**config.mk**
```make
export PLATFORM = sky130hd
export DESIGN_NAME = dds_voice_bank_flat
export DESIGN_NICKNAME = d
export VERILOG_FILES = /design/src/rtl/dds_pkg.sv /design/src/rtl/dds_voice_bank_if.sv /design/src/rtl/dds_sine_quarter.sv /design/src/rtl/dds_voice.sv /design/src/rtl/dds_voice_bank.sv /design/src/flat_wrapper.sv
export SDC_FILE = /design/constraint.sdc
export NUM_CORES = 1
export LEC_CHECK = 0
export ABC_AREA = 1
export BUFFER_PORTS_ARGS = -buffer_cell sky130_fd_sc_hd__buf_2
export CAP_MARGIN = 10
export CORE_MARGIN = 2
export CORE_UTILIZATION = 45
export CTS_BUF_LIST = sky130_fd_sc_hd__clkbuf_8
export DETAILED_ROUTE_END_ITERATION = 8
export GPL_ROUTABILITY_DRIVEN = 0
export PLACE_DENSITY = 0.62
export SYNTH_ARGS = -nofsm -noshare
export SYNTH_HDL_FRONTEND = slang
export SYNTH_HIERARCHICAL = 1
export SYNTH_SLANG_ARGS = --single-unit
export TNS_END_PERCENT = 100
```
**constraint.sdc**
```tcl
create_clock -name clk -period 3.5 [get_ports clk]
set_input_delay 0.35 -clock clk [delete_from_list [all_inputs] [get_ports clk]]
set_output_delay 0.35 -clock clk [all_outputs]
set_load 0.02 [all_outputs]
```
**src/rtl/dds_pkg.sv**
```systemverilog
// Shared definitions for the multi-voice DDS engine: wave codes, control-byte
// bit positions and the offset-binary midscale helper.
package dds_pkg;

    typedef enum logic [2:0] {
        WAVE_SAW  = 3'd0,
        WAVE_RAMP = 3'd1,
        WAVE_SQR  = 3'd2,
        WAVE_TRI  = 3'd3,
        WAVE_SINE = 3'd4
    } wave_e;

    localparam int CTL_MUTE = 3;
    localparam int CTL_PRST = 4;
    localparam int CTL_W    = 5;

    function automatic int unsigned midscale(input int unsigned out_w);
        return 32'd1 << (out_w - 32'd1);
    endfunction

endpackage

```
**src/rtl/dds_voice_bank_if.sv**
```systemverilog
// Shadow-register write bus and commit handshake of dds_voice_bank.
interface dds_voice_bank_if #(
    parameter int VOICES = 2,
    parameter int TUNE_W = 16
);
    localparam int VW = (VOICES > 1) ? $clog2(VOICES) : 1;
    localparam int AW = $clog2(TUNE_W / 8 + 1);

    logic          wr_en;
    logic [VW-1:0] wr_voice;
    logic [AW-1:0] wr_addr;
    logic [7:0]    wr_data;
    logic          commit;
    logic          commit_pending;

    modport master (output wr_en, wr_voice, wr_addr, wr_data, commit, input commit_pending);
    modport slave  (input wr_en, wr_voice, wr_addr, wr_data, commit, output commit_pending);
endinterface

```
**src/rtl/dds_sine_quarter.sv**
```systemverilog
// Quarter-wave sine lookup, offset-binary output; built only with DDS_SINE_EN.
// Table contents come from a rational sine approximation evaluated at elaboration.
module dds_sine_quarter
    import dds_pkg::*;
#(
    parameter int OUT_W   = 12,
    parameter int SINE_AW = 6
) (
    input  logic [SINE_AW+1:0] sel,
    output logic [OUT_W-1:0]   sample
);
    localparam int N = 2 ** SINE_AW;
    localparam logic [OUT_W-1:0] MID = OUT_W'(midscale(OUT_W));

    function automatic logic [OUT_W-2:0] amp_f(input longint k);
        longint n, a, num, den;
        n   = longint'(N);
        a   = (64'sd1 <<< (OUT_W - 1)) - 64'sd1;
        num = 64'sd4 * k * (64'sd2 * n - k);
        den = 64'sd5 * n * n - k * (64'sd2 * n - k);
        return (OUT_W-1)'((a * num) / den);
    endfunction

    logic [OUT_W-2:0]   rom [N];
    logic [SINE_AW-1:0] idx_s;
    logic [OUT_W-2:0]   amp_s;

    for (genvar i = 0; i < N; i++) begin : g_rom
        assign rom[i] = amp_f(longint'(i));
    end

    // Mirror the index in odd quadrants, negate about midscale in the lower half
    always_comb begin
        idx_s  = sel[SINE_AW-1:0];
        amp_s  = {(OUT_W-1){1'b0}};
        sample = MID;
        if (sel[SINE_AW]) begin
            idx_s = ~sel[SINE_AW-1:0];
        end else begin
            idx_s = sel[SINE_AW-1:0];
        end
        amp_s = rom[idx_s];
        if (sel[SINE_AW+1]) begin
            sample = MID - {1'b0, amp_s};
        end else begin
            sample = MID + {1'b0, amp_s};
        end
    end

endmodule

```
**src/rtl/dds_voice.sv**
```systemverilog
// One DDS voice: shadow/active tuning and control, phase accumulator, waveform register.
// Wave 4 is a sine when DDS_SINE_EN is defined, otherwise a triangle.
module dds_voice
    import dds_pkg::*;
#(
    parameter int TUNE_W  = 16,
    parameter int PHASE_W = 14,
    parameter int OUT_W   = 12,
    parameter int SINE_AW = 6,
    parameter int AW      = 2
) (
    input  logic             clk,
    input  logic             rst,
    input  logic             tick,
    input  logic             apply,
    input  logic             load,
    input  logic             wr_sel,
    input  logic [AW-1:0]    wr_addr,
    input  logic [7:0]       wr_data,
    output logic [OUT_W-1:0] sample
);
    localparam int NB = TUNE_W / 8;
    localparam logic [OUT_W-1:0] MID     = OUT_W'(midscale(OUT_W));
    localparam logic [CTL_W-1:0] CTL_RST = 5'b01000;

    logic [TUNE_W-1:0] tune_sh_r, tune_act_r, acc_r, tune_nxt_s;
    logic [CTL_W-1:0]  ctl_sh_r, ctl_act_r;
    logic [OUT_W-1:0]  wave_s, tri_s, sine_s;

    assign tune_nxt_s = apply ? tune_sh_r : tune_act_r;
    assign tri_s = acc_r[TUNE_W-1] ? ~acc_r[TUNE_W-2 -: OUT_W] : acc_r[TUNE_W-2 -: OUT_W];

`ifdef DDS_SINE_EN
    dds_sine_quarter #(.OUT_W(OUT_W), .SINE_AW(SINE_AW)) u_sine (
        .sel    (acc_r[TUNE_W-1 -: SINE_AW+2]),
        .sample (sine_s)
    );
`else
    assign sine_s = tri_s;
`endif

    // Shadow byte loads, atomic shadow->active copy and accumulator advance
    always_ff @(posedge clk or posedge rst) begin
        if (rst) begin
            tune_sh_r  <= {TUNE_W{1'b0}};
            tune_act_r <= {TUNE_W{1'b0}};
            acc_r      <= {TUNE_W{1'b0}};
            ctl_sh_r   <= CTL_RST;
            ctl_act_r  <= CTL_RST;
        end else begin
            if (wr_sel) begin
                for (int b = 0; b < NB; b++) begin
                    if (wr_addr == AW'(b)) tune_sh_r[8*b +: 8] <= wr_data;
                end
                if (wr_addr == AW'(NB)) ctl_sh_r <= wr_data[CTL_W-1:0];
            end
            if (apply) begin
                tune_act_r <= tune_sh_r;
                ctl_act_r  <= ctl_sh_r;
            end
            if (tick) begin
                acc_r <= (apply && ctl_sh_r[CTL_PRST]) ? {TUNE_W{1'b0}} : acc_r + tune_nxt_s;
            end
        end
    end

    // Waveform select from the phase MSBs
    always_comb begin
        wave_s = MID;
        if (ctl_act_r[CTL_MUTE]) begin
            wave_s = MID;
        end else begin
            case (ctl_act_r[2:0])
                WAVE_SAW:  wave_s = acc_r[TUNE_W-1 -: OUT_W];
                WAVE_RAMP: wave_s = ~acc_r[TUNE_W-1 -: OUT_W];
                WAVE_SQR:  wave_s = acc_r[TUNE_W-1] ? {OUT_W{1'b1}} : {OUT_W{1'b0}};
                WAVE_TRI:  wave_s = tri_s;
                WAVE_SINE: wave_s = sine_s;
                default:   wave_s = MID;
            endcase
        end
    end

    // Per-voice sample register, one cycle after the tick
    always_ff @(posedge clk or posedge rst) begin
        if (rst) begin
            sample <= {OUT_W{1'b0}};
        end else if (load) begin
            sample <= wave_s;
        end
    end

endmodule

```
**src/rtl/dds_voice_bank.sv**
```systemverilog
// Multi-voice DDS: prescaled sample tick, commit tracking, write decode and averaging mixer.
// Optional sine waveform enabled by defining DDS_SINE_EN.
module dds_voice_bank
    import dds_pkg::*;
#(
    parameter int VOICES  = 2,
    parameter int TUNE_W  = 16,
    parameter int PHASE_W = 14,
    parameter int OUT_W   = 12,
    parameter int DIV_W   = 8,
    parameter int SINE_AW = 6
) (
    input  logic             clk,
    input  logic             rst,
    input  logic             ena,
    input  logic [DIV_W-1:0] div,
    dds_voice_bank_if.slave  bus,
    output logic [OUT_W-1:0] sample_out,
    output logic             sample_valid
);
    localparam int LV    = $clog2(VOICES);
    localparam int VW    = (VOICES > 1) ? $clog2(VOICES) : 1;
    localparam int AW    = $clog2(TUNE_W / 8 + 1);
    localparam int NB    = TUNE_W / 8;
    localparam int SUM_W = OUT_W + LV;

    logic [DIV_W-1:0]  cnt_r;
    logic              pend_r, s1_r, s2_r;
    logic              tick_s, apply_s, load_s;
    logic [VOICES-1:0] wr_sel_s;
    logic [OUT_W-1:0]  vsample_s [VOICES];
    logic [SUM_W-1:0]  sum_s;

    // ">=" rather than "==" so lowering div below the running count recovers at once
    assign tick_s  = ena && (cnt_r >= div);
    assign apply_s = tick_s && (pend_r || bus.commit);
    assign load_s  = ena && s1_r;
    assign bus.commit_pending = pend_r;

    // Write decode: out-of-range voice or byte address selects nothing
    always_comb begin
        wr_sel_s = {VOICES{1'b0}};
        for (int v = 0; v < VOICES; v++) begin
            if (bus.wr_en && (bus.wr_addr <= AW'(NB)) && (bus.wr_voice == VW'(v))) begin
                wr_sel_s[v] = 1'b1;
            end else begin
                wr_sel_s[v] = 1'b0;
            end
        end
    end

    for (genvar v = 0; v < VOICES; v++) begin : g_voice
        dds_voice #(
            .TUNE_W(TUNE_W), .PHASE_W(PHASE_W), .OUT_W(OUT_W), .SINE_AW(SINE_AW), .AW(AW)
        ) u_voice (
            .clk     (clk),
            .rst     (rst),
            .tick    (tick_s),
            .apply   (apply_s),
            .load    (load_s),
            .wr_sel  (wr_sel_s[v]),
            .wr_addr (bus.wr_addr),
            .wr_data (bus.wr_data),
            .sample  (vsample_s[v])
        );
    end

    // Mixer sum; width leaves headroom so it cannot overflow
    always_comb begin
        sum_s = {SUM_W{1'b0}};
        for (int v = 0; v < VOICES; v++) begin
            sum_s = sum_s + SUM_W'(vsample_s[v]);
        end
    end

    // Prescaler, commit pending flag, valid pipeline and registered outputs
    always_ff @(posedge clk or posedge rst) begin
        if (rst) begin
            cnt_r        <= {DIV_W{1'b0}};
            pend_r       <= 1'b0;
            s1_r         <= 1'b0;
            s2_r         <= 1'b0;
            sample_valid <= 1'b0;
            sample_out   <= {OUT_W{1'b0}};
        end else begin
            if (ena) begin
                cnt_r <= tick_s ? {DIV_W{1'b0}} : cnt_r + DIV_W'(1);
                s1_r  <= tick_s;
                s2_r  <= s1_r;
            end
            if (apply_s) begin
                pend_r <= 1'b0;
            end else if (bus.commit) begin
                pend_r <= 1'b1;
            end
            sample_valid <= ena && s2_r;
            if (ena && s2_r) begin
                sample_out <= OUT_W'(sum_s >> LV);
            end
        end
    end

endmodule

```
**src/flat_wrapper.sv**
```systemverilog
// flat-port wrapper written by rule: the top's interface ports become plain ports
module dds_voice_bank_flat import dds_pkg::*;
#(
    parameter int VOICES  = 2,
    parameter int TUNE_W  = 16,
    parameter int PHASE_W = 14,
    parameter int OUT_W   = 12,
    parameter int DIV_W   = 8,
    parameter int SINE_AW = 6
)
  (clk, rst, ena, div, sample_out, sample_valid, bus_wr_en, bus_wr_voice, bus_wr_addr, bus_wr_data, bus_commit, bus_commit_pending);
  dds_voice_bank_if #(.VOICES(VOICES), .TUNE_W(TUNE_W)) bus_i ();
  input  logic clk;
  input  logic rst;
  input  logic ena;
  input  logic [DIV_W-1:0] div;
  output logic [OUT_W-1:0] sample_out;
  output logic sample_valid;
  input wire logic [$bits(bus_i.wr_en)-1:0] bus_wr_en;
  input wire logic [$bits(bus_i.wr_voice)-1:0] bus_wr_voice;
  input wire logic [$bits(bus_i.wr_addr)-1:0] bus_wr_addr;
  input wire logic [$bits(bus_i.wr_data)-1:0] bus_wr_data;
  input wire logic [$bits(bus_i.commit)-1:0] bus_commit;
  output wire logic [$bits(bus_i.commit_pending)-1:0] bus_commit_pending;
  assign bus_i.wr_en = bus_wr_en;
  assign bus_i.wr_voice = bus_wr_voice;
  assign bus_i.wr_addr = bus_wr_addr;
  assign bus_i.wr_data = bus_wr_data;
  assign bus_i.commit = bus_commit;
  assign bus_commit_pending = bus_i.commit_pending;
  dds_voice_bank #(.VOICES(VOICES), .TUNE_W(TUNE_W), .PHASE_W(PHASE_W), .OUT_W(OUT_W), .DIV_W(DIV_W), .SINE_AW(SINE_AW)) u_core (.clk(clk), .rst(rst), .ena(ena), .div(div), .bus(bus_i), .sample_out(sample_out), .sample_valid(sample_valid));
endmodule
```
### After elaboration in Yosys (flattened, before gate mapping)

Index checks and enable logic that the tools add are counted.
Widths: inputs -> output; s select.

* bitwise operators: 5
* reduce and logical (&&, ||, !) cells: 22
* add/sub/neg operators: 4
* equality and inequality tests: 10
* muxes and demuxes: 17
* $lt $le $gt $ge: 2

Operators with widths (count)
* $pmux 12 s4: 2
* $mux 12: 6
* $mux 16: 4
* $not 12->12: 4
* $add 16x16->16: 2
* $add 12x12->13: 1
* $eq 3x2->1 const B: 4
* $reduce_and 2->1: 6
* $logic_and 1x1->1: 9
* $add 8x1->8 const B: 1
* $ge 8x8->1: 1
* $mux 8: 1
* $eq 3x1->1 const B: 2
* $eq 3x3->1 const B: 2
* $logic_not 3->1: 2
* $mux 1: 4
* $reduce_or 2->1: 2
* $eq 2x1->1 const B: 1
* $eq 2x2->1 const B: 1
* $le 2x2->1 const B: 1
* $logic_not 2->1: 1
* $reduce_bool 2->1: 1
* $logic_or 1x1->1: 1
* $not 1->1: 1

* output and inout bits: 14
* register bits: 162
* input port bits: 24
* word-level logic and storage cells: 80

### Depth between registers and ports, before layout

* depth in word-level cells: 6
* mapped depth: 24
* mapped depth without buffers: 22

### Modules after synthesis

Netlist, hierarchy kept.

By module, submodules not included
* dds_voice: sequential area each 1729.2 µm², cells an instance 506, area each 3980.1 µm², times used 2
* dds_voice_bank: sequential area each 600.6 µm², cells an instance 273, area each 1895.6 µm², times used 1

### Least setup slack after synthesis

Ideal clock, no wire load.

* path kind: flip-flop to flip-flop
* start point: register u_core.cnt_r[0]
* end point: register u_core.g_voice[0].u_voice.acc_r[4]
* setup time: 0.134 ns
* cell stages (with the launch flop): 22
* clock period less this slack: 3.418 ns
* setup slack: 0.082 ns
* arrival time: 3.284 ns
* path buffers: 2
* path through: dfrtp_1 > inv_1 > ha_1 > inv_1 > a21oi_1 > o21bai_1 > nand2_1 > nand2_1 > nand2_2 > nand2_1 > nor2_1 > buf_2 > buf_2 > mux2_2 > ha_1 > fa_1 > nand2_1 > nand2_1 > and2_1 > o21ai_0 > a21o_1 > o21ai_0

* longest elaborated chain between the ends: 6
* elaborated cells between the ends (all ways): 7

Ends and longest elaborated chain
* from (decl): RTL line dds_voice_bank.sv:27 `logic [DIV_W-1:0] cnt_r;`
* from (signal assigned): RTL line dds_voice_bank.sv:79 `cnt_r <= {DIV_W{1'b0}};`
* from (signal assigned): RTL line dds_voice_bank.sv:87 `cnt_r <= tick_s ? {DIV_W{1'b0}} : cnt_r + DIV_W'(1);`
* $ge 8x8->1: RTL line dds_voice_bank.sv:35 `assign tick_s = ena && (cnt_r >= div);`
* $logic_and 1x1->1: RTL line dds_voice_bank.sv:35
* $logic_and 1x1->1: RTL line dds_voice_bank.sv:36 `assign apply_s = tick_s && (pend_r || bus.commit);`
* net u_core.apply_s: RTL line dds_voice_bank.sv:29 `logic tick_s, apply_s, load_s;`
* $mux 16: RTL line dds_voice.sv:30 `assign tune_nxt_s = apply ? tune_sh_r : tune_act_r;`
* net u_core.g_voice[0].u_voice.tune_nxt_s[0]: RTL line dds_voice.sv:26 `logic [TUNE_W-1:0] tune_sh_r, tune_act_r, acc_r, tune_nxt_s;`
* $add 16x16->16: RTL line dds_voice.sv:62 `acc_r <= (apply && ctl_sh_r[CTL_PRST]) ? {TUNE_W{1'b0}} : acc_r + tune_nxt_s;`
* $mux 16: RTL line dds_voice.sv:62
* to (signal assigned): RTL line dds_voice.sv:47 `acc_r <= {TUNE_W{1'b0}};`
* to (signal assigned): RTL line dds_voice.sv:62
* to (decl): RTL line dds_voice.sv:26

The timed path passes the listed nets, and every way through them passes these cells.
A chain may end at the register's enable or synchronous reset.

### Worst setup path in the final report

* start point: register u_core.cnt_r[0]
* end point: register u_core.g_voice[0].u_voice.acc_r[14]

Same word-level chain as after synthesis.

==> results.txt <==
status = completed
vias in the first global route = 7576
top cells by area, synth = dfrtp_1 (40%), nand2_1 (16%), inv_1 (6.8%), ha_1 (6.3%), mux2_2 (3.7%)
cell row count = 54
via count = 8226
core area = 21690 um^2
worst vdd ir = 0.3271 mV
CTS root buf = clkbuf_8
post-synth top area cell = dfrtp_1
crit path max-delay cell type = dfrtp_1
pwr/cell area = 737.5 nW/um^2
library cells used by synthesis = 40
Register Area = 4059 um^2
syn avg cell area = 7.670 um^2
DRT iter0 DRCs = 581
max-slew violation count = 0
Post-DP HPWL = 16.98 mm
crit path DAT = 3.65 ns
n_diodes = 0
WP data required = 3.87 ns
Clock Pin Slew Worst Setup and Hold Paths = 0.09 ns
commonest non-fill, non-tap cell in the layout = nand2_1
initial antenna violation count = 0
Hold Vio Cnt, Final = 0
Top FF cell, synth = dfrtp_1
Max Cap Violations = 0
biggest cell delay along the critical path = 0.39 ns
clock skew = 0.01247 ns
Yosys top cell area share = 40.12%
layout cell share with drive strength beyond 1 = 18.82%
first-pass GRT wire length = 37.79 mm
deepest clock path buffer count = 2
Vias per Instance = 5.065
Worst Setup End Kind = flip-flop
Inst Count DP = 1584
Die Y = 152.0 um
Synth Net Count = 1362
footprint of the multi-input gates = 5408 um^2
Post-Syn Instances = 1285
fin cells = 1624
Highest Clock Rate = 304.4 MHz
area grow syn2layout = 14.54%
RSZ-0062 raised after global routing = yes
Routed WL per cell = 14.52 um
Post-synth ARST share = 100.0%
All-Layer GR Usage = 20.04%
number of remaining DRC errors = 0
First-pass DRT Iterations = 5
WS Path Type = reg -> reg
Leak = 6.009 nW
relative slew slack = 39.17%
Initial Util = 45.44%
final-report setup violation count = 0
chip width = 152.0 um
CTS tree = done
clock latency at the later pin of the worst-skew pair = 0.47 ns
H-Tree Depth = 4
Yosys Warn Count = 6
commonest cells after routing, fill and taps aside = nand2_1 (406), inv_1 (178), dfrtp_1 (158)
power after layout = 8.325 mW
Post-Route WL = 23.59 mm
Syn Std Cell Area = 9856 um^2
peak fanout along the critical path = 10
die area = 23100 um^2
crit share post-route = 93.88%
Yosys reg bits = 162
Worst Setup Start Kind = flip-flop
Congestion Overflow GR = 0
largest net degree at the start of global routing = 70
min Tclk post-route = 3.286 ns
Routed Antenna Nets = 0
fill count = 2092
Post-synth EDFFs = 0
most numerous cell on the critical path = nand2_1
worst min path class = in -> reg
CTS buffer count = 17
Least-Margin Pin Slew = 0.9115 ns
sequential-to-total area share from yosys stat = 41.18%
crit-path cells = inv_2 > ha_1 > inv_1 > a21oi_2 > o21bai_1 > nand2_1 > nand2_2 > nand2_2 > nand2_2 > nor2_4 > buf_12 > buf_12 > mux2_2 > ha_4 > nand2_1 > inv_1 > nand2_1 > nor3_2 > nand2_2 > nand2_1 > nand2_1 > nand3_1 > nand2_1
CTS Sinks = 162
Layout Nets = 1408
Ports = 38
input/output buffers = 37
-- stage by stage --
stage / utilization [%] / cell area [um^2] / setup TNS, ns / hold WS (ns) / worst slack (ns)
after floorplan: - / 9856 / 0 / 0.3646 / 0.08214
after global placement: 47.64 / 10330 / 0 / 0.4571 / 0.1432
after detailed placement: 47.64 / 10330 / 0 / 0.4575 / 0.08767
after CTS: 49.30 / 10690 / 0 / 0.1526 / 0.07278
after global routing: 52.05 / 11290 / -0.1470 / 0.1603 / -0.04865
final: 52.05 / 11290 / 0 / 0.1611 / 0.2143
-- kinds of logic after synthesis --
group,synth area share [%]
and+or+nand+nor,25.99
muxes,3.656
xor gates and xnor gates,0.9775
DFF,41.18
buffers and inverters,9.153
adders and majority gates,6.957
AOI/OAI and AO/OA,12.09
-- final timing paths --
kind	startpoint	endpoint	slack [ns]	cells past startpoint
min	ena	u_core/s1_r	0.16	3
min reg2reg	u_core/sample_out[9]	u_core/sample_out[9]	0.48	2
max reg2reg	u_core/cnt_r[0]	u_core/g_voice[0].u_voice/acc_r[14]	0.21	23
min in group asynchronous	rst	u_core/g_voice[0].u_voice/tune_act_r[6]	0.52	3
max	u_core/cnt_r[0]	u_core/g_voice[0].u_voice/acc_r[14]	0.21	23
max in group asynchronous	rst	u_core/g_voice[0].u_voice/ctl_sh_r[3]	2.19	4
-- synth_stat cells (3+ instances only) --
cell / number
nand2_1: 425
nor3_1: 8
nand4_1: 13
nand2_2: 4
nor2_1: 93
buf_2: 16
nand3b_1: 9
fa_1: 3
nor3_2: 3
ha_1: 50
o21ai_0: 71
buf_6: 8
o21ai_2: 21
and2_1: 3
nor2_2: 4
mux2_2: 32
a22o_1: 4
a21oi_1: 58
nand3_1: 55
inv_1: 179
o211ai_2: 18
clkbuf_1: 9
xor2_1: 10
inv_2: 6
dfstp_2: 4
dfrtp_1: 158
-- flip-flops by register name, summed over array words and instances (netlist names) --
signal	count
u_core/bus.commit_pending	1
u_core/cnt_r	8
u_core/g_voice.u_voice/acc_r	32
u_core/g_voice.u_voice/ctl_act_r	8
u_core/g_voice.u_voice/ctl_sh_r	10
u_core/g_voice.u_voice/sample	24
u_core/g_voice.u_voice/tune_act_r	32
u_core/g_voice.u_voice/tune_sh_r	32
u_core/s1_r	1
u_core/s2_r	1
u_core/sample_out	12
u_core/sample_valid	1
-- power by group --
| part | switching (mW) | internal, mW | total (mW) |
|---|---|---|---|
| Sequential | 0.545 | 2.46 | 3.00 |
| Combinational | 2.37 | 1.69 | 4.06 |
| Clock | 0.730 | 0.527 | 1.26 |
-- worst max-delay path: cells and delay by family, from the launching register on --
kind	cells	cell delay [ns]
AND/OR/NAND/NOR	13	1.13
buffers and inverters	5	0.49
AO/OA/AOI/OAI	2	0.20
adder cells (fa/ha/maj)	2	0.58
flip-flops	1	0.39
multiplexers	1	0.37
-- final cells by class --
class | instances | area share [%]
multi-input combinational | 904 | 47.91
sequential | 162 | 35.96
timing repair buffer | 60 | 3.746
clock buffer | 19 | 2.317
clock inverter | 13 | 0.7870
inverter | 186 | 6.185
tap | 280 | 3.104
-- repair_timing --
action	in CTS	in global routing
hold buffers	1	0
buffers inserted	0	6
hold endpoints to repair	22	0
gates resized for setup	0	91
endpoints found under the setup margin	0	23
-- layer usage --
layer | vias to the layer above | GRT usage (%) | routed length [um]
met2 | 169 | 31.10 | 10690
met3 | 29 | 3.052 | 860
li1 | 4178 | - | -
met1 | 3850 | 29.06 | 11680
met5 | - | 0 | 0
met4 | 0 | 6.097 | 361
Power figures use the tool's default switching activity.
